<file path="src/rtl/dsp_mac_stage.sv">
// Four-stage pre-add / multiply / post-add MAC. Latency is 4 enabled cycles, one op per cycle.
// No backpressure: ce=0 freezes every register, and acc_clr clears P while stages 1-3 keep moving.
module dsp_mac_stage #(
  parameter int A_WIDTH = 18,
  parameter int P_WIDTH = 48
) (
  input  logic                        clk,
  input  logic                        rst_n,
  input  logic                        ce,
  input  logic                        valid_in,
  input  logic signed [A_WIDTH-1:0]   a,
  input  logic signed [A_WIDTH-1:0]   b,
  input  logic signed [A_WIDTH-1:0]   d,
  input  logic        [P_WIDTH-1:0]   c,
  input  logic        [3:0]           opmode,
  input  logic                        use_c,
  input  logic                        acc_clr,
  output logic        [P_WIDTH-1:0]   p,
  output logic                        carryout,
  output logic                        valid_out
);

  localparam int M_WIDTH = 2 * A_WIDTH;

  // Stage 1: input registers
  logic signed [A_WIDTH-1:0] a1, b1, d1;
  logic        [P_WIDTH-1:0] c1;
  logic        [3:0]         op1;
  logic                      usec1;
  logic                      v1;

  // Stage 2: pre-adder result plus delayed operands/controls
  logic signed [A_WIDTH-1:0] pre2, a2;
  logic        [P_WIDTH-1:0] c2;
  logic        [1:0]         op2;
  logic                      usec2;
  logic                      v2;

  // Stage 3: M register plus delayed controls
  logic signed [M_WIDTH-1:0] m3;
  logic        [P_WIDTH-1:0] c3;
  logic        [1:0]         op3;
  logic                      usec3;
  logic                      v3;

  logic signed [A_WIDTH-1:0] pre_nxt;
  logic signed [M_WIDTH-1:0] a_ext, pre_ext, m_nxt;
  logic        [P_WIDTH-1:0] m_ext, z;
  logic        [P_WIDTH:0]   sum;

  always_comb begin
    pre_nxt = b1;
    if (op1[0]) begin
      if (op1[1]) pre_nxt = d1 - b1;
      else        pre_nxt = d1 + b1;
    end
  end

  // Low M_WIDTH bits of the product of sign-extended operands equal the signed product.
  always_comb begin
    a_ext   = {{A_WIDTH{a2[A_WIDTH-1]}}, a2};
    pre_ext = {{A_WIDTH{pre2[A_WIDTH-1]}}, pre2};
    m_nxt   = a_ext * pre_ext;
  end

  generate
    if (P_WIDTH > M_WIDTH) begin : g_mext
      assign m_ext = {{(P_WIDTH-M_WIDTH){m3[M_WIDTH-1]}}, m3};
    end else begin : g_mdirect
      assign m_ext = m3;
    end
  endgenerate

  always_comb begin
    z = '0;
    if (op3[0])    z = p;
    else if (usec3) z = c3;
    if (op3[1]) sum = {1'b0, z} - {1'b0, m_ext};
    else        sum = {1'b0, z} + {1'b0, m_ext};
  end

  always_ff @(posedge clk) begin
    if (ce) begin
      a1    <= a;
      b1    <= b;
      d1    <= d;
      c1    <= c;
      op1   <= opmode;
      usec1 <= use_c;
      pre2  <= pre_nxt;
      a2    <= a1;
      c2    <= c1;
      op2   <= op1[3:2];
      usec2 <= usec1;
      c3    <= c2;
      op3   <= op2;
      usec3 <= usec2;
    end
  end

  always_ff @(posedge clk or negedge rst_n) begin
    if (!rst_n) begin
      v1 <= 1'b0;
      v2 <= 1'b0;
      v3 <= 1'b0;
      m3 <= '0;
    end else if (ce) begin
      v1 <= valid_in;
      v2 <= v1;
      v3 <= v2;
      m3 <= m_nxt;
    end
  end

  // acc_clr wins over a simultaneous stage-3 result, which is dropped.
  always_ff @(posedge clk or negedge rst_n) begin
    if (!rst_n) begin
      p         <= '0;
      carryout  <= 1'b0;
      valid_out <= 1'b0;
    end else if (ce) begin
      if (acc_clr) begin
        p         <= '0;
        carryout  <= 1'b0;
        valid_out <= 1'b0;
      end else begin
        valid_out <= v3;
        if (v3) begin
          p        <= sum[P_WIDTH-1:0];
          carryout <= sum[P_WIDTH];
        end
      end
    end
  end

endmodule

</file>
<file path="config.mk">
export PLATFORM = sky130hd
export DESIGN_NAME = dsp_mac_stage
export DESIGN_NICKNAME = d
export VERILOG_FILES = /design/src/rtl/dsp_mac_stage.sv
export SDC_FILE = /design/constraint.sdc
export NUM_CORES = 1
export LEC_CHECK = 0
export ABC_CLOCK_PERIOD_IN_PS = 15300
export BUFFER_PORTS_ARGS = -buffer_cell sky130_fd_sc_hd__buf_2
export CAP_MARGIN = 10
export CORE_ASPECT_RATIO = 1.4
export CORE_MARGIN = 5
export CORE_UTILIZATION = 55
export CTS_CLUSTER_DIAMETER = 150
export DETAILED_ROUTE_END_ITERATION = 6
export PLACE_DENSITY = 0.81
export SKIP_LAST_GASP = 1
export SLEW_MARGIN = 20
export SYNTH_ARGS = -nofsm -noshare
export SYNTH_HDL_FRONTEND = slang
export SYNTH_SLANG_ARGS = --single-unit
</file>
<file path="constraint.sdc">
create_clock -name clk -period 15.3 [get_ports clk]
set_input_delay 1.53 -clock clk [delete_from_list [all_inputs] [get_ports clk]]
set_output_delay 1.53 -clock clk [all_outputs]
set_load 0.01 [all_outputs]
</file>
==> metrics.txt <==
clock buffer depth=3; Crit Path Class=reg2reg; Routed WL=62800 um; Slowest cell on crit path=edfxtp_1; CP cell instances=nand2_1, inv_1, fa_1, inv_1, fa_1, inv_1, ha_1, inv_1, fa_1, inv_1, fa_1, inv_1, fa_1, inv_1, ha_1, and3_1, a221o_1, o2bb2ai_1, a311o_1, a21o_1, a21oi_1, nor4b_1, a311o_1; Async SR Flop Fraction=26.6%; DR DRC count=0; die width=201 um; Vias=18952; Period minus WS final=7.11 ns; Post-synth EDFFs=245; number of global-route vias before repair=20763; ANT cells=0; count leader, synth=inv_1; max cap viols=0; share of the synthesized area in the top cell type=26.3%; clock-pin slew on the worst setup and hold paths=0.06 ns; fin crit share=46.4%; outcome=complete, no violations; FF+latch count, synth=334; CP peak stage delay=0.67 ns; synth warn=0; placed inst area=29300 um2; worst slack at placement=8.18 ns; Initial DRT Pass Iterations=5; Final Cell Area=30500 um2; H-tree Lvls=2; via/cell ratio=5.56; CP delay by family, top=adder cells; All-Layer GR Usage=22.7%; Slew Limit Fails=0; Initial Util=55.2%; total global routing overflow=0; Clock Latency Late Sink=0.55 ns; cell mode on critical path=inv_1; CTS sink cnt=334; Setup crit start kind=flop; Adder-Cell Fraction of Synth Area=30.8%; # setup viols final=0; synth top area cells=edfxtp_1 26%, fa_1 24%, dfrtp_1 7.9%; predominant post-synthesis flop cell=edfxtp_1; Core Area=50800 um2; routability cong.=0.905; IO Port Bufs=161; area growth from synthesis to layout=8.75%; f_max=141 MHz; DPL Wire Length=48400 um; Syn Nets=3228; post-synthesis xor/xnor area fraction=4.34%; Worst Setup End Kind=flop; post-route ant nets=0; post-route setup slack=8.19 ns; Hold Vio Cnt, Final=0; setup bufs post-CTS=0; CP Data Arrival Time=7.53 ns; post-CTS sizing=0; Setup Skew=0.0220 ns; syn avg cell area=10.7 um2; RSZ-0062 raised after global routing=no; Syn Inst Count=2625; CTS Buf Count=35; Hold Path Class=reg2reg; area leader, netlist=edfxtp_1; simple-gate area share of the yosys netlist=11.3%; hold buffer count at CTS=0; die extent in y=277 um; Yosys cell types=80; Ports=162; share of layout cells above drive strength 1=10.7%; first-iteration detailed-routing DRC count=978; sequential cell area fraction in the yosys report=34.2%; mux share of post-synthesis cell area=1.74%; first-pass GRT wire length=104000 um; synthesized cell area=28000 um2; routed wire length per instance=18.4 um; max_slew headroom=33.4%; largest net degree at the start of global routing=85; largest family of logic cells by synthesized area=adder cells; Final nets=3333; CP required=15.72 ns; CTS tree=done; Worst Tran Pin Value=0.999 ns; setup TNS=0 ns; Cell Rows=98; top cells by count, synth=419 x inv_1, 331 x fa_1, 249 x nand2_1; die area=55600 um2; Buf/Inv on CP=7; Root Buffer=clkbuf_16; complex-gate fraction of the synthesized area=10.4%; initial antenna violation count=0; final core utilization=60.0%; CP Max Fanout=18
==> metrics by stage <==
| step | hold slack [ns] | std cells |
|---|---|---|
| finish | 0.406 | 3407 |
| global route | 0.420 | 3407 |
| CTS | 0.407 | 3407 |
| detailed placement | 0.405 | 3343 |
| global placement | 0.403 | 3343 |
| floorplan | 0.400 | 2625 |
==> area by class of cell <==
cell class	count	area (um2)
Tap cell	650	813
Multi-Input combinational cell	1768	16500
Fill cell	4074	20300
Clock inverter	23	221
Inverter	420	1580
Timing Repair Buffer	171	893
Clock buffer	41	940
Sequential cell	334	9580
==> logic make-up (layout without fill, tap and decap cells) <==
| family | after synthesis | count (layout) |
|---|---|---|
| simple gates | 654 | 654 |
| flops | 334 | 334 |
| xor+xnor | 139 | 139 |
| fa+ha+maj | 491 | 491 |
| compound gates | 440 | 440 |
| buf+inv | 523 | 655 |
| mux | 44 | 44 |
==> state kept, by name, summed over array words and instances (netlist names), 2 cells and up <==
| register | cells |
|---|---|
| b1 | 18 |
| a1 | 18 |
| op1 | 4 |
| a2 | 18 |
| d1 | 18 |
| op3 | 2 |
| p | 48 |
| c2 | 48 |
| c3 | 48 |
| op2 | 2 |
| pre2 | 18 |
| c1 | 48 |
| m3 | 36 |
==> worst paths after layout <==
kind                              start      to  slack [ns]  cells past startpoint
worst min register to register   c1[33]  c2[33]        0.41                      0
max in group asynchronous         rst_n   p[28]       13.21                      2
worst max register to register  pre2[0]  m3[34]        8.19                     23
worst max-delay path            pre2[0]  m3[34]        8.19                     23
worst min-delay path             c1[33]  c2[33]        0.41                      0
min in group asynchronous         rst_n    p[8]        0.97                      1
==> metal layers <==
layer	wire [um]	track usage, %	vias up	share of wire, %
met5	0	0	-	0
met4	2500	8.63	0	4.0
met3	3410	3.28	164	5.4
met2	33100	42.6	571	53
met1	23800	26.3	9387	38
li1	-	-	8830	-
==> placed cells by master (no fill, tap or decap), drive strengths merged, types with 5 or more instances in the layout <==
master  Yosys  final
nor2b      15     15
o31ai       6      6
buf        11    171
a22o       47     47
a21oi     135    135
o41ai       5      5
mux2i       7      7
a21o       52     52
dfrtp      89     89
a31oi      20     20
nand4      13     13
nor2      104    104
and3       12     12
o21ai      94     94
o21a       14     14
fa        331    331
or3         5      5
nor4        7      7
nand3      16     16
edfxtp    245    245
xor2       32     32
inv       420    425
o211ai      5      5
clkinv      0     12
ha        160    160
nor3       32     32
a211oi     11     11
nand2     250    250
xnor2     107    107
clkbuf     92     41
mux2       37     37
o21bai     14     14
and2      169    169
nand2b     21     21
Power is left out: the tool's default activity adds up to more than one toggle a clock period on the data nets, which glitch-free logic cannot reach.
